==> src/rtl/dispatch_stage_if.sv <==
// Signal bundle around dispatch_stage: decoder input, regfile rename, CDB, tag release and RS handshakes.
// master = dispatch_stage side, slave = surrounding pipeline.
interface dispatch_stage_if #(
    parameter int DATA_W  = 32,
    parameter int ADDR_W  = 32,
    parameter int NAME_W  = 5,
    parameter int OP_W    = 6,
    parameter int CLASS_W = 4,
    parameter int IDX_W   = 4
);
    localparam int TAG_W = IDX_W + 1;

    logic               flush;
    logic               in_valid;
    logic               in_ready;
    logic [CLASS_W-1:0] in_class;
    logic [OP_W-1:0]    in_op;
    logic [NAME_W-1:0]  in_rd;
    logic [DATA_W-1:0]  in_imm;
    logic [ADDR_W-1:0]  in_addr;
    logic [TAG_W-1:0]   rs1_tag;
    logic [TAG_W-1:0]   rs2_tag;
    logic [DATA_W-1:0]  rs1_data;
    logic [DATA_W-1:0]  rs2_data;
    logic               wrt_en;
    logic [TAG_W-1:0]   wrt_tag;
    logic [NAME_W-1:0]  wrt_name;
    logic               cdb_valid;
    logic [TAG_W-1:0]   cdb_tag;
    logic [DATA_W-1:0]  cdb_data;
    logic               alu_rel_en;
    logic [IDX_W-1:0]   alu_rel_idx;
    logic               ls_rel_en;
    logic [IDX_W-1:0]   ls_rel_idx;
    logic               alu_valid;
    logic               alu_ready;
    logic               br_valid;
    logic               br_ready;
    logic               ls_valid;
    logic               ls_ready;
    logic [OP_W-1:0]    out_op;
    logic [ADDR_W-1:0]  out_addr;
    logic [DATA_W-1:0]  out_imm;
    logic [DATA_W-1:0]  out_opnd1;
    logic [DATA_W-1:0]  out_opnd2;
    logic [TAG_W-1:0]   out_tag1;
    logic [TAG_W-1:0]   out_tag2;
    logic [TAG_W-1:0]   out_tagw;
    logic [NAME_W-1:0]  out_namew;

    modport master (
        input  flush, in_valid, in_class, in_op, in_rd, in_imm, in_addr,
               rs1_tag, rs2_tag, rs1_data, rs2_data,
               cdb_valid, cdb_tag, cdb_data,
               alu_rel_en, alu_rel_idx, ls_rel_en, ls_rel_idx,
               alu_ready, br_ready, ls_ready,
        output in_ready, wrt_en, wrt_tag, wrt_name,
               alu_valid, br_valid, ls_valid,
               out_op, out_addr, out_imm, out_opnd1, out_opnd2,
               out_tag1, out_tag2, out_tagw, out_namew
    );

    modport slave (
        output flush, in_valid, in_class, in_op, in_rd, in_imm, in_addr,
               rs1_tag, rs2_tag, rs1_data, rs2_data,
               cdb_valid, cdb_tag, cdb_data,
               alu_rel_en, alu_rel_idx, ls_rel_en, ls_rel_idx,
               alu_ready, br_ready, ls_ready,
        input  in_ready, wrt_en, wrt_tag, wrt_name,
               alu_valid, br_valid, ls_valid,
               out_op, out_addr, out_imm, out_opnd1, out_opnd2,
               out_tag1, out_tag2, out_tagw, out_namew
    );
endinterface

==> src/rtl/dispatch_stage.sv <==
// Registered dispatch stage: routes by opClass, renames rd from per-class tag pools, holds one instruction.
// Optional CDB operand bypass (at accept and while held) is enabled by defining DISPATCH_CDB_FWD_EN.
module dispatch_stage #(
    parameter int DATA_W   = 32,
    parameter int ADDR_W   = 32,
    parameter int NAME_W   = 5,
    parameter int OP_W     = 6,
    parameter int CLASS_W  = 4,
    parameter int IDX_W    = 4,
    parameter int ALU_TAGS = 15,
    parameter int LS_TAGS  = 8
) (
    input logic              clk,
    input logic              rst_n,
    dispatch_stage_if.master bus
);
    localparam int TAG_W  = IDX_W + 1;
    localparam int POOL_W = 1 << IDX_W;
    localparam logic [TAG_W-1:0] TAG_FREE = '1;

    localparam logic [CLASS_W-1:0] CLS_LUI   = CLASS_W'(0);
    localparam logic [CLASS_W-1:0] CLS_AUIPC = CLASS_W'(1);
    localparam logic [CLASS_W-1:0] CLS_JAL   = CLASS_W'(2);
    localparam logic [CLASS_W-1:0] CLS_JALR  = CLASS_W'(3);
    localparam logic [CLASS_W-1:0] CLS_B     = CLASS_W'(4);
    localparam logic [CLASS_W-1:0] CLS_LD    = CLASS_W'(5);
    localparam logic [CLASS_W-1:0] CLS_ST    = CLASS_W'(6);
    localparam logic [CLASS_W-1:0] CLS_RI    = CLASS_W'(7);
    localparam logic [CLASS_W-1:0] CLS_RR    = CLASS_W'(8);

    typedef enum logic [1:0] {S_EMPTY, S_ALU, S_BR, S_LS} state_e;

    function automatic logic [IDX_W-1:0] lowest_free(input logic [POOL_W-1:0] map);
        logic [IDX_W-1:0] idx;
        idx = '0;
        for (int i = POOL_W - 1; i >= 0; i--) begin
            if (map[i]) idx = IDX_W'(i);
        end
        return idx;
    endfunction

    state_e              state_q, state_d;
    logic [OP_W-1:0]     op_q, op_d;
    logic [ADDR_W-1:0]   addr_q, addr_d;
    logic [DATA_W-1:0]   imm_q, imm_d;
    logic [DATA_W-1:0]   opnd1_q, opnd1_d;
    logic [DATA_W-1:0]   opnd2_q, opnd2_d;
    logic [TAG_W-1:0]    tag1_q, tag1_d;
    logic [TAG_W-1:0]    tag2_q, tag2_d;
    logic [TAG_W-1:0]    tagw_q, tagw_d;
    logic [NAME_W-1:0]   namew_q, namew_d;
    logic [ALU_TAGS-1:0] alu_free_q, alu_free_d;
    logic [LS_TAGS-1:0]  ls_free_q, ls_free_d;

    state_e              route;
    logic                imm_only;
    logic                writer;
    logic                need_tag;
    logic                ls_pool;
    logic                pool_avail;
    logic [IDX_W-1:0]    alloc_idx;
    logic [TAG_W-1:0]    new_tag;
    logic [POOL_W-1:0]   alu_map;
    logic [POOL_W-1:0]   ls_map;
    logic                held_ready;
    logic                ready_int;
    logic                accept;
    logic                load;
    logic                alloc;
    logic                fwd1, fwd2;
    logic                snoop1, snoop2;
    logic [DATA_W-1:0]   src1_data, src2_data;
    logic [TAG_W-1:0]    src1_tag, src2_tag;

    // Class decode: destination RS, whether the second operand is replaced by the immediate, and writers.
    always_comb begin
        route    = S_EMPTY;
        imm_only = 1'b0;
        writer   = 1'b0;
        case (bus.in_class)
            CLS_LUI, CLS_AUIPC, CLS_JAL, CLS_JALR, CLS_RI: begin
                route    = S_ALU;
                imm_only = 1'b1;
                writer   = 1'b1;
            end
            CLS_RR: begin
                route  = S_ALU;
                writer = 1'b1;
            end
            CLS_B: route = S_BR;
            CLS_LD: begin
                route    = S_LS;
                imm_only = 1'b1;
                writer   = 1'b1;
            end
            CLS_ST: route = S_LS;
            default: route = S_EMPTY;
        endcase
    end

    assign ls_pool    = (bus.in_class == CLS_LD);
    assign need_tag   = writer && (bus.in_rd != '0);
    assign alu_map    = {{(POOL_W - ALU_TAGS){1'b0}}, alu_free_q};
    assign ls_map     = {{(POOL_W - LS_TAGS){1'b0}}, ls_free_q};
    assign pool_avail = ls_pool ? (|ls_free_q) : (|alu_free_q);
    assign alloc_idx  = ls_pool ? lowest_free(ls_map) : lowest_free(alu_map);
    assign new_tag    = {ls_pool, alloc_idx};

    always_comb begin
        held_ready = 1'b0;
        case (state_q)
            S_ALU:   held_ready = bus.alu_ready;
            S_BR:    held_ready = bus.br_ready;
            S_LS:    held_ready = bus.ls_ready;
            default: held_ready = 1'b0;
        endcase
    end

    assign ready_int = !bus.flush && ((state_q == S_EMPTY) || held_ready) && (!need_tag || pool_avail);
    assign accept    = bus.in_valid && ready_int;
    assign load      = accept && (route != S_EMPTY);
    assign alloc     = accept && need_tag;

`ifdef DISPATCH_CDB_FWD_EN
    assign fwd1   = bus.cdb_valid && (bus.rs1_tag != TAG_FREE) && (bus.rs1_tag == bus.cdb_tag);
    assign fwd2   = bus.cdb_valid && (bus.rs2_tag != TAG_FREE) && (bus.rs2_tag == bus.cdb_tag);
    assign snoop1 = (state_q != S_EMPTY) && bus.cdb_valid && (tag1_q != TAG_FREE) && (tag1_q == bus.cdb_tag);
    assign snoop2 = (state_q != S_EMPTY) && bus.cdb_valid && (tag2_q != TAG_FREE) && (tag2_q == bus.cdb_tag);
`else
    logic unused_cdb;
    assign unused_cdb = ^{bus.cdb_valid, bus.cdb_tag, bus.cdb_data};
    assign fwd1   = 1'b0;
    assign fwd2   = 1'b0;
    assign snoop1 = 1'b0;
    assign snoop2 = 1'b0;
`endif

    always_comb begin
        src1_data = fwd1 ? bus.cdb_data : bus.rs1_data;
        src1_tag  = fwd1 ? TAG_FREE : bus.rs1_tag;
        src2_data = fwd2 ? bus.cdb_data : bus.rs2_data;
        src2_tag  = fwd2 ? TAG_FREE : bus.rs2_tag;
        if (imm_only) begin
            src2_data = '0;
            src2_tag  = TAG_FREE;
        end
    end

    // Slot next-state: flush beats accept, accept beats handoff, held operands snoop otherwise.
    always_comb begin
        state_d = state_q;
        op_d    = op_q;
        addr_d  = addr_q;
        imm_d   = imm_q;
        opnd1_d = opnd1_q;
        opnd2_d = opnd2_q;
        tag1_d  = tag1_q;
        tag2_d  = tag2_q;
        tagw_d  = tagw_q;
        namew_d = namew_q;
        if (bus.flush) begin
            state_d = S_EMPTY;
            op_d    = '0;
            addr_d  = '0;
            imm_d   = '0;
            opnd1_d = '0;
            opnd2_d = '0;
            tag1_d  = TAG_FREE;
            tag2_d  = TAG_FREE;
            tagw_d  = TAG_FREE;
            namew_d = '0;
        end else if (load) begin
            state_d = route;
            op_d    = bus.in_op;
            addr_d  = bus.in_addr;
            imm_d   = bus.in_imm;
            opnd1_d = src1_data;
            opnd2_d = src2_data;
            tag1_d  = src1_tag;
            tag2_d  = src2_tag;
            tagw_d  = need_tag ? new_tag : TAG_FREE;
            namew_d = bus.in_rd;
        end else begin
            if (held_ready) state_d = S_EMPTY;
            if (snoop1) begin
                opnd1_d = bus.cdb_data;
                tag1_d  = TAG_FREE;
            end
            if (snoop2) begin
                opnd2_d = bus.cdb_data;
                tag2_d  = TAG_FREE;
            end
        end
    end

    // Release sets a bit, allocation clears one; allocation only ever sees the registered map.
    always_comb begin
        alu_free_d = alu_free_q;
        ls_free_d  = ls_free_q;
        if (bus.flush) begin
            alu_free_d = '1;
            ls_free_d  = '1;
        end else begin
            for (int i = 0; i < ALU_TAGS; i++) begin
                if (bus.alu_rel_en && (bus.alu_rel_idx == IDX_W'(i))) alu_free_d[i] = 1'b1;
                if (alloc && !ls_pool && (alloc_idx == IDX_W'(i)))    alu_free_d[i] = 1'b0;
            end
            for (int i = 0; i < LS_TAGS; i++) begin
                if (bus.ls_rel_en && (bus.ls_rel_idx == IDX_W'(i))) ls_free_d[i] = 1'b1;
                if (alloc && ls_pool && (alloc_idx == IDX_W'(i)))   ls_free_d[i] = 1'b0;
            end
        end
    end

    always_ff @(posedge clk or negedge rst_n) begin
        if (!rst_n) begin
            state_q    <= S_EMPTY;
            op_q       <= '0;
            addr_q     <= '0;
            imm_q      <= '0;
            opnd1_q    <= '0;
            opnd2_q    <= '0;
            tag1_q     <= TAG_FREE;
            tag2_q     <= TAG_FREE;
            tagw_q     <= TAG_FREE;
            namew_q    <= '0;
            alu_free_q <= '1;
            ls_free_q  <= '1;
        end else begin
            state_q    <= state_d;
            op_q       <= op_d;
            addr_q     <= addr_d;
            imm_q      <= imm_d;
            opnd1_q    <= opnd1_d;
            opnd2_q    <= opnd2_d;
            tag1_q     <= tag1_d;
            tag2_q     <= tag2_d;
            tagw_q     <= tagw_d;
            namew_q    <= namew_d;
            alu_free_q <= alu_free_d;
            ls_free_q  <= ls_free_d;
        end
    end

    assign bus.in_ready  = ready_int;
    assign bus.wrt_en    = alloc;
    assign bus.wrt_tag   = new_tag;
    assign bus.wrt_name  = bus.in_rd;
    assign bus.alu_valid = (state_q == S_ALU);
    assign bus.br_valid  = (state_q == S_BR);
    assign bus.ls_valid  = (state_q == S_LS);
    assign bus.out_op    = op_q;
    assign bus.out_addr  = addr_q;
    assign bus.out_imm   = imm_q;
    assign bus.out_opnd1 = opnd1_q;
    assign bus.out_opnd2 = opnd2_q;
    assign bus.out_tag1  = tag1_q;
    assign bus.out_tag2  = tag2_q;
    assign bus.out_tagw  = tagw_q;
    assign bus.out_namew = namew_q;
endmodule

==> src/flat_wrapper.sv <==
// flat-port wrapper written by rule: the top's interface ports become plain ports
module dispatch_stage_flat 
#(
    parameter int DATA_W   = 32,
    parameter int ADDR_W   = 32,
    parameter int NAME_W   = 5,
    parameter int OP_W     = 6,
    parameter int CLASS_W  = 4,
    parameter int IDX_W    = 4,
    parameter int ALU_TAGS = 15,
    parameter int LS_TAGS  = 8
)
  (clk, rst_n, bus_flush, bus_in_valid, bus_in_class, bus_in_op, bus_in_rd, bus_in_imm, bus_in_addr, bus_rs1_tag, bus_rs2_tag, bus_rs1_data, bus_rs2_data, bus_cdb_valid, bus_cdb_tag, bus_cdb_data, bus_alu_rel_en, bus_alu_rel_idx, bus_ls_rel_en, bus_ls_rel_idx, bus_alu_ready, bus_br_ready, bus_ls_ready, bus_in_ready, bus_wrt_en, bus_wrt_tag, bus_wrt_name, bus_alu_valid, bus_br_valid, bus_ls_valid, bus_out_op, bus_out_addr, bus_out_imm, bus_out_opnd1, bus_out_opnd2, bus_out_tag1, bus_out_tag2, bus_out_tagw, bus_out_namew);
  dispatch_stage_if #(.DATA_W(DATA_W), .ADDR_W(ADDR_W), .NAME_W(NAME_W), .OP_W(OP_W), .CLASS_W(CLASS_W), .IDX_W(IDX_W)) bus_i ();
  input logic clk;
  input logic rst_n;
  input wire logic [$bits(bus_i.flush)-1:0] bus_flush;
  input wire logic [$bits(bus_i.in_valid)-1:0] bus_in_valid;
  input wire logic [$bits(bus_i.in_class)-1:0] bus_in_class;
  input wire logic [$bits(bus_i.in_op)-1:0] bus_in_op;
  input wire logic [$bits(bus_i.in_rd)-1:0] bus_in_rd;
  input wire logic [$bits(bus_i.in_imm)-1:0] bus_in_imm;
  input wire logic [$bits(bus_i.in_addr)-1:0] bus_in_addr;
  input wire logic [$bits(bus_i.rs1_tag)-1:0] bus_rs1_tag;
  input wire logic [$bits(bus_i.rs2_tag)-1:0] bus_rs2_tag;
  input wire logic [$bits(bus_i.rs1_data)-1:0] bus_rs1_data;
  input wire logic [$bits(bus_i.rs2_data)-1:0] bus_rs2_data;
  input wire logic [$bits(bus_i.cdb_valid)-1:0] bus_cdb_valid;
  input wire logic [$bits(bus_i.cdb_tag)-1:0] bus_cdb_tag;
  input wire logic [$bits(bus_i.cdb_data)-1:0] bus_cdb_data;
  input wire logic [$bits(bus_i.alu_rel_en)-1:0] bus_alu_rel_en;
  input wire logic [$bits(bus_i.alu_rel_idx)-1:0] bus_alu_rel_idx;
  input wire logic [$bits(bus_i.ls_rel_en)-1:0] bus_ls_rel_en;
  input wire logic [$bits(bus_i.ls_rel_idx)-1:0] bus_ls_rel_idx;
  input wire logic [$bits(bus_i.alu_ready)-1:0] bus_alu_ready;
  input wire logic [$bits(bus_i.br_ready)-1:0] bus_br_ready;
  input wire logic [$bits(bus_i.ls_ready)-1:0] bus_ls_ready;
  output wire logic [$bits(bus_i.in_ready)-1:0] bus_in_ready;
  output wire logic [$bits(bus_i.wrt_en)-1:0] bus_wrt_en;
  output wire logic [$bits(bus_i.wrt_tag)-1:0] bus_wrt_tag;
  output wire logic [$bits(bus_i.wrt_name)-1:0] bus_wrt_name;
  output wire logic [$bits(bus_i.alu_valid)-1:0] bus_alu_valid;
  output wire logic [$bits(bus_i.br_valid)-1:0] bus_br_valid;
  output wire logic [$bits(bus_i.ls_valid)-1:0] bus_ls_valid;
  output wire logic [$bits(bus_i.out_op)-1:0] bus_out_op;
  output wire logic [$bits(bus_i.out_addr)-1:0] bus_out_addr;
  output wire logic [$bits(bus_i.out_imm)-1:0] bus_out_imm;
  output wire logic [$bits(bus_i.out_opnd1)-1:0] bus_out_opnd1;
  output wire logic [$bits(bus_i.out_opnd2)-1:0] bus_out_opnd2;
  output wire logic [$bits(bus_i.out_tag1)-1:0] bus_out_tag1;
  output wire logic [$bits(bus_i.out_tag2)-1:0] bus_out_tag2;
  output wire logic [$bits(bus_i.out_tagw)-1:0] bus_out_tagw;
  output wire logic [$bits(bus_i.out_namew)-1:0] bus_out_namew;
  assign bus_i.flush = bus_flush;
  assign bus_i.in_valid = bus_in_valid;
  assign bus_i.in_class = bus_in_class;
  assign bus_i.in_op = bus_in_op;
  assign bus_i.in_rd = bus_in_rd;
  assign bus_i.in_imm = bus_in_imm;
  assign bus_i.in_addr = bus_in_addr;
  assign bus_i.rs1_tag = bus_rs1_tag;
  assign bus_i.rs2_tag = bus_rs2_tag;
  assign bus_i.rs1_data = bus_rs1_data;
  assign bus_i.rs2_data = bus_rs2_data;
  assign bus_i.cdb_valid = bus_cdb_valid;
  assign bus_i.cdb_tag = bus_cdb_tag;
  assign bus_i.cdb_data = bus_cdb_data;
  assign bus_i.alu_rel_en = bus_alu_rel_en;
  assign bus_i.alu_rel_idx = bus_alu_rel_idx;
  assign bus_i.ls_rel_en = bus_ls_rel_en;
  assign bus_i.ls_rel_idx = bus_ls_rel_idx;
  assign bus_i.alu_ready = bus_alu_ready;
  assign bus_i.br_ready = bus_br_ready;
  assign bus_i.ls_ready = bus_ls_ready;
  assign bus_in_ready = bus_i.in_ready;
  assign bus_wrt_en = bus_i.wrt_en;
  assign bus_wrt_tag = bus_i.wrt_tag;
  assign bus_wrt_name = bus_i.wrt_name;
  assign bus_alu_valid = bus_i.alu_valid;
  assign bus_br_valid = bus_i.br_valid;
  assign bus_ls_valid = bus_i.ls_valid;
  assign bus_out_op = bus_i.out_op;
  assign bus_out_addr = bus_i.out_addr;
  assign bus_out_imm = bus_i.out_imm;
  assign bus_out_opnd1 = bus_i.out_opnd1;
  assign bus_out_opnd2 = bus_i.out_opnd2;
  assign bus_out_tag1 = bus_i.out_tag1;
  assign bus_out_tag2 = bus_i.out_tag2;
  assign bus_out_tagw = bus_i.out_tagw;
  assign bus_out_namew = bus_i.out_namew;
  dispatch_stage #(.DATA_W(DATA_W), .ADDR_W(ADDR_W), .NAME_W(NAME_W), .OP_W(OP_W), .CLASS_W(CLASS_W), .IDX_W(IDX_W), .ALU_TAGS(ALU_TAGS), .LS_TAGS(LS_TAGS)) u_core (.clk(clk), .rst_n(rst_n), .bus(bus_i));
endmodule
==> config.mk <==
export PLATFORM = sky130hd
export DESIGN_NAME = dispatch_stage_flat
export DESIGN_NICKNAME = d
export VERILOG_FILES = /design/src/rtl/dispatch_stage_if.sv /design/src/rtl/dispatch_stage.sv /design/src/flat_wrapper.sv
export SDC_FILE = /design/constraint.sdc
export NUM_CORES = 1
export LEC_CHECK = 0
export CAP_MARGIN = 20
export CORE_AREA = 2 2 146 148
export CTS_CLUSTER_DIAMETER = 200
export DETAILED_ROUTE_END_ITERATION = 6
export DIE_AREA = 0 0 148 150
export PLACE_DENSITY = 0.72
export SLEW_MARGIN = 20
export SYNTH_ARGS = -nofsm -noshare
export SYNTH_HDL_FRONTEND = slang
export SYNTH_SLANG_ARGS = --single-unit
==> constraint.sdc <==
create_clock -name clk -period 2.87 [get_ports clk]
set_clock_uncertainty 0.15 [all_clocks]
set_input_delay 0.7175 -clock clk [delete_from_list [all_inputs] [get_ports clk]]
set_output_delay 0.7175 -clock clk [all_outputs]
set_load 0.02 [all_outputs]
# Word level (Yosys, flattened, before mapping)
# Cells that the tools add are included.
dict set report word_totals {
  reg_bits 179
  input_bits 208
  output_inout_bits 169
  word_cells 277
}
dict set report op_classes {
  n_eq_ne 46
  muxes 101
  reduce_logical 97
}
# op n
set op_table {}
lappend op_table {{2-to-1 mux 32 bit} 9}
lappend op_table {{nonzero test 3 bit} 24}
lappend op_table {{== test 4 x 3 -> 1 bit (second input constant)} 16}
lappend op_table {{2-to-1 mux 4 bit} 16}
lappend op_table {{== test 4 bit (second input constant)} 15}
lappend op_table {{logical AND 1 bit} 54}
lappend op_table {{2-to-1 mux 5 bit} 10}
lappend op_table {{2-to-1 mux 1 bit} 49}
lappend op_table {{== test 4 x 2 -> 1 bit (second input constant)} 8}
lappend op_table {{2-to-1 mux 3 bit} 8}
lappend op_table {{== test 4 x 1 -> 1 bit (second input constant)} 4}
lappend op_table {{logical NOT 4 bit} 4}
lappend op_table {{2-to-1 mux 15 bit} 1}
lappend op_table {{OR reduction 15 bit} 1}
lappend op_table {{2-to-1 mux 6 bit} 2}
lappend op_table {{OR reduction 6 bit} 2}
lappend op_table {{2-to-1 mux 8 bit} 1}
lappend op_table {{OR reduction 8 bit} 1}
lappend op_table {{OR reduction 7 bit} 1}
lappend op_table {{2-to-1 mux 2 bit} 3}
lappend op_table {{one-hot mux 2 bit (3 select lines)} 1}
lappend op_table {{nonzero test 5 bit} 1}
lappend op_table {{== test 2 bit (second input constant)} 2}
lappend op_table {{nonzero test 2 bit} 2}
lappend op_table {{6 further kinds} 9}

# Logic depth before layout (Yosys ltp)
# Gate-level depths: netlist of the first run.
dict set report logic_depth {
  depth_word 20
  mapped_depth 9
}

# Least setup slack after synthesis of the first run
# OpenSTA, ideal clock, no wires.
dict set report synth_path {
  path_type {in2out}
  from {input port bus_in_class[0]}
  to {output port bus_wrt_en}
  t_arrival_ps 2181
  required_ps 2003
  slack_ps -178
  cell_stages 5
  path_cell_list {o21ai_0 o221ai_1 nor4b_2 nand2_1 nor2_1}
}
dict set report synth_between {
  elab_chain_len 9
}
# item line
set synth_lines {}
lappend synth_lines {{start: declaration} flat_wrapper.sv:19} ;# input wire logic [$bits(bus_i.in_class)-1:0] bus_in_class;
lappend synth_lines {{== test 4 x 1 -> 1 bit (tied with other cells)} dispatch_stage.sv:80} ;# case (bus.in_class)
lappend synth_lines {{OR reduction 7 bit (no line)} -}
lappend synth_lines {{2-to-1 mux 1 bit} dispatch_stage.sv:80}
lappend synth_lines {{logical AND 1 bit} dispatch_stage.sv:102} ;# assign need_tag = writer && (bus.in_rd != '0);
lappend synth_lines {{logical NOT 1 bit} dispatch_stage.sv:119} ;# assign ready_int = !bus.flush && ((state_q == S_EMPTY) || held_ready) && (!need_tag || pool_avail);
lappend synth_lines {{logical OR 1 bit} dispatch_stage.sv:119}
lappend synth_lines {{logical AND 1 bit} dispatch_stage.sv:119}
lappend synth_lines {{logical AND 1 bit} dispatch_stage.sv:120} ;# assign accept = bus.in_valid && ready_int;
lappend synth_lines {{logical AND 1 bit (*)} dispatch_stage.sv:122} ;# assign alloc = accept && need_tag;
lappend synth_lines {{end: declaration} flat_wrapper.sv:39} ;# output wire logic [$bits(bus_i.wrt_en)-1:0] bus_wrt_en;
# Every way passes the cells marked *; elsewhere a longest branch is shown, timed or not.

# Final worst setup path of the first run
dict set report layout_path {
  from {register u_core.alu_free_q[8]}
  to {output port bus_in_ready}
}
dict set report layout_between {
  elab_chain_len 4
}
# item line
set layout_lines {}
lappend layout_lines {{start: declaration} dispatch_stage.sv:52} ;# logic [ALU_TAGS-1:0] alu_free_q, alu_free_d;
lappend layout_lines {{start signal: assignment} dispatch_stage.sv:240} ;# alu_free_q <= alu_free_d;
lappend layout_lines {{OR reduction 15 bit} dispatch_stage.sv:105} ;# assign pool_avail = ls_pool ? (|ls_free_q) : (|alu_free_q);
lappend layout_lines {{2-to-1 mux 1 bit} dispatch_stage.sv:105}
lappend layout_lines {{logical OR 1 bit} dispatch_stage.sv:119}
lappend layout_lines {{logical AND 1 bit} dispatch_stage.sv:119}
lappend layout_lines {{end: declaration} flat_wrapper.sv:38} ;# output wire logic [$bits(bus_i.in_ready)-1:0] bus_in_ready;
# No other way between the ends.

==> flow_summary.toml, run 1 <==
[status]
outcome = "complete, but fails checks"
violations = "negative setup slack"

[routing]
final_antenna_net_count = 0
firstDrtPassIters = 5
viasPerCell = 5.21
wl_per_cell_um = 20.1
drtIter0Drc = 421
vias = 6554
drc_errors = 0
routed_wl_um = 25300

[synthesis]
ys_warn_count = 0
syn_inst = 559
postSynthAreaPerCell_um2 = 12.9
synth_seq_cells = 179
postSynth.asyncResetShare = 1.00
synth_seq_area_share = 0.628
synth_cell_types = 51
ys.flop_type = "dfrtp_1"
synth_area_um2 = 7210
synth_edf_count = 0
syn-num-nets = 767

[sta]
clock.fmax_mhz = 323
rsz0062_at_grt = "yes"
hold_viol = 0
final.setup.worst_slack_ns = -0.230
hold_slack_ns = 0.0939
min_period_over_period = 1.08
setup_tns_ns = -0.511
finalMaxSlewViolations = 0
setup_viol = 3
fin_crit_ns = 3.10
maxSlewHeadroom = 0.616
worst_pin_slew_ns = 0.571

[global_route]
grt_pass1_wl_um = 36400
grt_pass1_vias = 6467
grt_usage = 0.210
grt_use_met3 = 0.0649
grt_max_degree = 54
grt_overflow = 0
top_usage_layer = "met2"
grt_use_met2 = 0.343
gr-usage-met1 = 0.273
antenna_found_initial = 0

[clock_tree]
clockBufferDepth = 2
cts_root_buf = "clkbuf_16"
cts_htree_levels = 4
cts_tree = "yes"
cts.sinks = 179
cts_buffers = 17
clk_pin_slew_worst_paths_ns = 0.07
insertion_delay_ns = 0.43

[final_layout]
layout.nets = 1178
fill_cells = 1687
drive_gt1_frac = 0.224
fin_cells = 1258
num_antenna_cells = 0
area_growth_pct = 73.7

[setup_path]
crit_type = "register to primary output"
crit_path_end_kind = "primary output"
crit_cells = 5
cp-start-kind = "register"
worstPathRequired_ns = 2.00
path_cells = "or4_4 > or4_4 > o211ai_4 > nand2_1 > buf_6"
path_common_cell = "or4_4"
cp_num_buf_inv = 1
critPathMaxFanout = 2
critical_path_arrival_ns = 2.23
cp_top_family = "simple AND/OR/NAND/NOR gates"
slowest_delay_ns = 0.54
reg2reg_depth = 10
slowest_stage = "or4_4"

[floorplan]
dieArea_um2 = 22200
pin_count = 377
die_y_um = 150
die_width_um = 148
start_util = 0.348
fp-row-count = 53
core_um2 = 20700

[placed_design]
place_congestion = 0.860
dpl.cell_count = 1204
post-dp-hpwl_um = 17200
numPortBuffers = 338

[job]
maxCapViolCount = 0

[pwr]
powerDensity_nw_per_um2 = 511
p_leak_nw = 5.44
finalPower_w = 0.00639
ir_drop_uv = 366

[worst_hold_path]
hold_class = "primary input to async pin"
-- Yosys cell counts (2+ instances only) --
master	n	area share
nand2_1	12	0.0062
o22a_1	6	0.0073
buf_2	9	0.0062
a2111oi_0	2	0.0024
inv_1	13	0.0068
buf_4	18	0.019
nand4_1	2	0.0017
clkbuf_1	14	0.0073
o221ai_1	2	0.0024
a21oi_1	25	0.017
and2_1	4	0.0035
o21ai_0	3	0.0021
nor3b_1	3	0.0031
nand3_1	6	0.0042
o31ai_1	2	0.0021
a22o_1	139	0.17
and3_1	3	0.0026
o21bai_1	7	0.0073
a2bb2oi_1	8	0.0097
dfstp_2	38	0.14
nor4_1	7	0.0061
a31oi_1	9	0.0078
nor3_1	10	0.0069
a211oi_1	7	0.0073
a311oi_1	3	0.0036
nor2_2	2	0.0017
nor2_1	21	0.011
dfrtp_1	141	0.49
nor2b_1	9	0.0078
or4_1	4	0.0042
nand2b_1	3	0.0026
or2_2	7	0.0061
mux2i_1	2	0.0028
-- layout make-up --
type | instances | area [µm²] | share of cell area
repair buffers | 434 | 4370 | 0.349
clock inverters | 14 | 161 | 0.0129
flip-flops and latches | 179 | 4530 | 0.362
clock buffers | 18 | 439 | 0.0351
multi-input cells | 324 | 2620 | 0.209
inverters | 14 | 57.6 | 0.00460
well taps | 275 | 344 | 0.0275
-- power by group --
| group | internal [W] | leakage, nW | switching (W) | total (W) |
|---|---|---|---|---|
| clock network | 0.00120 | 0.294 | 0.00115 | 0.00235 |
| logic | 0.000697 | 2.84 | 0.000583 | 0.00128 |
| registers | 0.00268 | 2.31 | 0.0000915 | 0.00277 |
-- timing repair --
action,4_1_cts,5_1_grt
hold endpoints to repair,0,0
pin swaps,10,8
hold buffers,0,0
setup buffers,6,7
gates cloned,0,9
gates resized for setup,87,31
endpoints found under the setup margin,140,118
-- metal layers --
metal	routed length, µm	up-vias
li1	-	2967
met1	10100	3241
met2	12800	320
met3	2120	26
met4	347	0
met5	0	-
-- stage by stage --
stage                util  instance area [µm²]  setup slack (ns)
detailed placement  0.549                11400            -0.962
global route        0.605                12500            -0.294
finish              0.605                12500            -0.230
floorplan               -                 7230           -0.0299
CTS                 0.587                12200            -0.244
global placement    0.549                11400            -0.976
-- logic make-up after synthesis --
logic type	count (synthesis)	share of synthesized area
buffers and inverters	56	0.0411
AND/OR/NAND/NOR	100	0.0788
flip-flops	179	0.628
AO/OA/AOI/OAI	222	0.249
multiplexers	2	0.00278
-- placed cells by master, fill, tap and decap left out, types with 11 or more instances in the layout --
master / instances
dfrtp_1: 141
nor2_1: 18
dfstp_2: 38
a21oi_1: 23
buf_6: 17
nand2_1: 11
a22o_1: 139
clkdlybuf4s50_1: 320
clkbuf_16: 22
buf_4: 69
-- sequential cells by signal (all words and copies together) (netlist names) --
register and flops:
u_core.state_q 2, u_core.bus.out_imm 32, u_core.bus.out_op 6, u_core.bus.out_tag1 5, u_core.bus.out_tag2 5, u_core.ls_free_q 8, u_core.bus.out_namew 5, u_core.bus.out_opnd1 32
u_core.bus.out_opnd2 32, u_core.bus.out_addr 32, u_core.alu_free_q 15, u_core.bus.out_tagw 5
-- final timing paths --
path	from	to	slack, ns
max in group asynchronous	rst_n	u_core.ls_free_q[0]	1.77
min in group clk	u_core.bus.out_addr[25]	u_core.bus.out_addr[25]	0.35
worst max register to register	u_core.alu_free_q[8]	u_core.bus.out_addr[27]	0.04
worst min register to register	u_core.bus.out_addr[25]	u_core.bus.out_addr[25]	0.35
worst min-delay path	rst_n	u_core.bus.out_opnd2[25]	0.09
worst max-delay path	u_core.alu_free_q[8]	bus_in_ready	-0.23
Note: power is estimated with default switching activity, not from simulation.
==> inputs of run 2 (changes only) <==
--- a/config.mk
+++ b/config.mk
@@ -6,12 +6,12 @@
 export NUM_CORES = 1
 export LEC_CHECK = 0
 export CAP_MARGIN = 20
-export CORE_AREA = 2 2 146 148
+export CORE_MARGIN = 3
+export CORE_UTILIZATION = 27
 export CTS_CLUSTER_DIAMETER = 200
 export DETAILED_ROUTE_END_ITERATION = 6
-export DIE_AREA = 0 0 148 150
-export PLACE_DENSITY = 0.72
 export SLEW_MARGIN = 20
 export SYNTH_ARGS = -nofsm -noshare
 export SYNTH_HDL_FRONTEND = slang
 export SYNTH_SLANG_ARGS = --single-unit
+export TNS_END_PERCENT = 30
==> run 2 against run 1 <==
- largest cell class unchanged
- total power about the same
- first-iteration DRC count decreased by 13%
- the run still ends with negative setup slack left
- sequential power about the same
==> flow_summary.toml, run 2 (synthesized netlist as in run 1, its figures left out) <==
[status]
outcome = "complete, but fails checks"
violations = "negative setup slack"

[final_layout]
layout_common_cells = "clkdlybuf4s50_1, dfrtp_1, a22o_1, buf_4, dfstp_2"
fill_cells = 2403
fin_area_um2 = 12600
fin_cells = 1316
mostFrequentLayoutCell = "clkdlybuf4s50_1"
layout.nets = 1175
drive_gt1_frac = 0.223
final_util = 0.480
area_growth_pct = 74.2

[sta]
hold_slack_ns = 0.103
maxSlewHeadroom = 0.542
min_period_over_period = 1.08
setup_tns_ns = -0.556
hold_viol = 0
rsz0062_at_grt = "yes"
worst_pin_slew_ns = 0.681
setup_viol = 3
fin_crit_ns = 3.10
finalMaxSlewViolations = 0
final.setup.worst_slack_ns = -0.232
clock.fmax_mhz = 322

[global_route]
grt_pass1_vias = 6761
grt_max_degree = 58
grt_usage = 0.174
antenna_found_initial = 3
grt_pass1_wl_um = 39300
grt_overflow = 0

[floorplan]
core_um2 = 26100
pin_count = 377
fp-row-count = 59
dieArea_um2 = 28700
die_y_um = 169
start_util = 0.276
die_width_um = 169

[setup_path]
worstPathRequired_ns = 2.00
crit_path_end_kind = "primary output"
cp-start-kind = "register"
critical_path_arrival_ns = 2.23
cp_num_buf_inv = 1
crit_type = "register to primary output"
slowest_delay_ns = 0.53
cp_top_family = "simple AND/OR/NAND/NOR gates"
critPathMaxFanout = 2
path_cells = "or4_4 > or4_4 > o211ai_2 > nand2_2 > buf_6"
slowest_stage = "or4_4"
path_common_cell = "or4_4"

[routing]
wl_per_cell_um = 19.8
viasPerCell = 4.92
drc_errors = 0
final_antenna_net_count = 0
routed_wl_um = 26000
vias = 6471
drtIter0Drc = 367
firstDrtPassIters = 4

[job]
maxCapViolCount = 0

[pwr]
powerDensity_nw_per_um2 = 509
ir_drop_uv = 388
p_leak_nw = 5.39

[clock_tree]
cts.sinks = 179
postCtsHoldBufs = 0
cts_tree = "yes"
cts_htree_levels = 4
cts_root_buf = "clkbuf_16"
insertion_delay_ns = 0.42
clockBufferDepth = 2
cts_buffers = 17
clk_pin_slew_worst_paths_ns = 0.08

[placed_design]
dpl.cell_count = 1267
place_area_um2 = 11500
place_congestion = 0.856
post-dp-hpwl_um = 18300
numPortBuffers = 338

[worst_hold_path]
hold_class = "primary input to async pin"
-- run 2: cell count changes in the layout (fill, tap and decap cells not counted), sizes merged --
cell,change
diode,+1
clkbuf,-2
buf,-3
dlygate4sd2,+1
clkdlybuf4s50,+1
dlymetal6s2s,-1
bufbuf,+1
-- run 2: cell type report --
class | instances | area, µm² | area share
timing repair buffer | 431 | 4330 | 0.345
sequential | 179 | 4530 | 0.361
clock inverter | 14 | 159 | 0.0127
inverter | 14 | 56.3 | 0.00448
clock buffer | 18 | 429 | 0.0342
antenna | 1 | 2.50 | 0.000199
multi-input combinational | 324 | 2630 | 0.209
tap | 335 | 419 | 0.0334
-- run 2: path summary, 6_finish.rpt --
| path | cells past startpoint | start | end | slack, ns |
|---|---|---|---|---|
| worst max-delay path | 5 | u_core.alu_free_q[8] | bus_in_ready | -0.23 |
| worst min-delay path | 1 | rst_n | u_core.bus.out_opnd2[11] | 0.10 |
| worst max register to register | 11 | u_core.alu_free_q[8] | u_core.bus.out_opnd2[15] | 0.08 |
| worst min register to register | 1 | u_core.bus.out_namew[4] | u_core.bus.out_namew[4] | 0.35 |
| max in group asynchronous | 2 | rst_n | u_core.ls_free_q[4] | 1.72 |
| min in group clk | 1 | u_core.bus.out_namew[4] | u_core.bus.out_namew[4] | 0.35 |
-- run 2: power breakdown --
group	switching (W)	total (W)	internal (W)	leakage (nW)
clock	0.00116	0.00233	0.00118	0.289
combinational	0.000586	0.00129	0.000702	2.80
sequential	0.0000891	0.00277	0.00268	2.31
-- run 2: per-layer routing --
layer	track usage	vias to the layer above	wire length, µm
met5	0	-	18
met4	0.0434	4	412
met3	0.0610	23	2090
met2	0.280	255	12500
met1	0.226	3238	11100
li1	-	2951	-
-- run 2: what timing repair did --
action / CTS / global route
pin swaps: 9 / 8
gates resized for setup: 80 / 28
cloned: 2 / 4
setup endpoints to repair: 162 / 146
setup buffers: 8 / 5
-- run 2: metrics by stage --
step,setup WS [ns],total power [W]
floorplan,-0.0315,0.00327
global placement,-0.908,0.00403
detailed placement,-0.964,0.00403
CTS,-0.234,0.00644
global route,-0.284,0.00665
finish,-0.232,0.00639
==> inputs of run 3 (changes only) <==
--- a/config.mk
+++ b/config.mk
@@ -10,6 +10,7 @@
 export CORE_UTILIZATION = 27
 export CTS_CLUSTER_DIAMETER = 200
 export DETAILED_ROUTE_END_ITERATION = 6
+export PLACE_DENSITY = 0.7
 export SLEW_MARGIN = 20
 export SYNTH_ARGS = -nofsm -noshare
 export SYNTH_HDL_FRONTEND = slang
==> run 3 against run 2 <==
- the flow still finishes with violations (negative setup slack)
- core utilization fell by 0.44 points
- combinational power decreased by 4%
- non-clock buffer count is 7 lower
- routed wire length is 5.0% lower
- sequential power about the same
- via count shrank 0.59%
- global-route usage down 1.2 points
- worst hold slack improved by 0.038 ns
- critical path type unchanged
- largest cell class unchanged
- largest power group unchanged
- highest routed layer is now met4
==> flow_summary.toml, run 3 (synthesized netlist as in run 1, its figures left out) <==
[clock_tree]
postCtsHoldBufs = 0
cts_tree = "yes"
clk_pin_slew_worst_paths_ns = 0.07
cts.sinks = 179
cts_buffers = 17
cts_htree_levels = 4
insertion_delay_ns = 0.42
clockBufferDepth = 2
cts_root_buf = "clkbuf_16"

[pwr]
powerDensity_nw_per_um2 = 509
p_leak_nw = 5.32
ir_drop_uv = 355

[sta]
setup_tns_ns = -0.429
final.setup.worst_slack_ns = -0.201
finalMaxSlewViolations = 0
min_period_over_period = 1.07
fin_crit_ns = 3.07
hold_slack_ns = 0.141
hold_viol = 0
setup_viol = 3
worst_pin_slew_ns = 0.614
clock.fmax_mhz = 326
rsz0062_at_grt = "yes"
maxSlewHeadroom = 0.591

[routing]
firstDrtPassIters = 4
drc_errors = 0
final_antenna_net_count = 0
drtIter0Drc = 300
wl_per_cell_um = 18.9
vias = 6433
routed_wl_um = 24700
viasPerCell = 4.92

[setup_path]
cp-start-kind = "register"
slowest_stage = "or4_4"
critPathMaxFanout = 2
worstPathRequired_ns = 2.00
path_common_cell = "or4_4"
crit_path_end_kind = "primary output"
critical_path_arrival_ns = 2.20
cp_num_buf_inv = 1
slowest_delay_ns = 0.53
cp_top_family = "simple AND/OR/NAND/NOR gates"
crit_type = "register to primary output"
path_cells = "or4_4 > or4_4 > o211ai_2 > nand2_1 > buf_6"

[final_layout]
layout.nets = 1168
mostFrequentLayoutCell = "clkdlybuf4s50_1"
fill_cells = 2374
final_util = 0.476
drive_gt1_frac = 0.218
layout_common_cells = "clkdlybuf4s50_1, dfrtp_1, a22o_1, buf_4, dfstp_2"
area_growth_pct = 72.6
num_antenna_cells = 0
fin_area_um2 = 12400

[floorplan]
start_util = 0.276
die_width_um = 169
pin_count = 377
die_y_um = 169
fp-row-count = 59
dieArea_um2 = 28700
core_um2 = 26100

[job]
maxCapViolCount = 0

[global_route]
grt_usage = 0.162
grt_max_degree = 68
grt_pass1_vias = 6786
antenna_found_initial = 0
grt_pass1_wl_um = 37300
grt_overflow = 0

[placed_design]
pre_cts_ws_ns = -0.931
numPortBuffers = 338
place_congestion = 0.881
post-dp-hpwl_um = 17100
place_area_um2 = 11400

[worst_hold_path]
hold_class = "primary input to async pin"

[status]
outcome = "complete, but fails checks"
violations = "negative setup slack"
run 3: timing repair:
action / CTS / global route
pin swaps: 15 / 9
gates cloned: 0 / 5
endpoints found under the setup margin: 161 / 136
buffers inserted: 5 / 4
hold endpoints to repair: 0 / 0
resized for setup: 96 / 15
run 3: metal layers:
| layer | routed length [µm] | GRT usage | part of all wire | vias up |
|---|---|---|---|---|
| li1 | - | - | - | 2941 |
| met1 | 10800 | 0.211 | 0.44 | 3204 |
| met2 | 11500 | 0.262 | 0.47 | 266 |
| met3 | 2000 | 0.0533 | 0.081 | 22 |
| met4 | 338 | 0.0391 | 0.014 | 0 |
| met5 | 0 | 0 | 0 | - |
run 3: cell type report:
class,instances,area (µm²),share of cell area
clock buffers,19,453,0.0364
repair buffers,424,4220,0.339
multi-input cells,324,2630,0.212
well taps,335,419,0.0337
flip-flops and latches,179,4530,0.364
clock inverters,13,128,0.0103
inverters,14,60.1,0.00483
run 3: power breakdown:
group / internal [W] / leakage (nW) / switching [W]
registers: 0.00268 / 2.31 / 0.0000895
logic: 0.000669 / 2.73 / 0.000569
clock network: 0.00121 / 0.285 / 0.00112
run 3: through the flow:
stage          power (W)  std cells
2_1_floorplan    0.00327        559
3_3_place_gp     0.00400       1265
3_5_place_dp     0.00401       1265
4_1_cts          0.00640       1301
5_1_grt          0.00662       1308
6_report         0.00633       1308
run 3: worst register-to-register path, cell delays in order, from the launching register on:
cell,delay [ns]
dfstp_2,0.37
or4_4,0.53
or4_4,0.46
o211ai_2,0.18
buf_4,0.16
a21oi_4,0.08
nor2_4,0.24
buf_12,0.30
a22o_1,0.23
run 3: worst paths after layout:
check                                         from                       end  slack, ns  depth (start not counted)
setup / recovery              u_core.alu_free_q[8]              bus_in_ready      -0.20                          5
max in group asynchronous                    rst_n      u_core.alu_free_q[9]       1.71                          2
setup reg to reg              u_core.alu_free_q[8]      u_core.bus.out_op[3]       0.12                          8
hold reg to reg            u_core.bus.out_namew[3]   u_core.bus.out_namew[3]       0.35                          1
hold / removal                               rst_n  u_core.bus.out_opnd2[23]       0.14                          1
min in group clk           u_core.bus.out_namew[3]   u_core.bus.out_namew[3]       0.35                          1
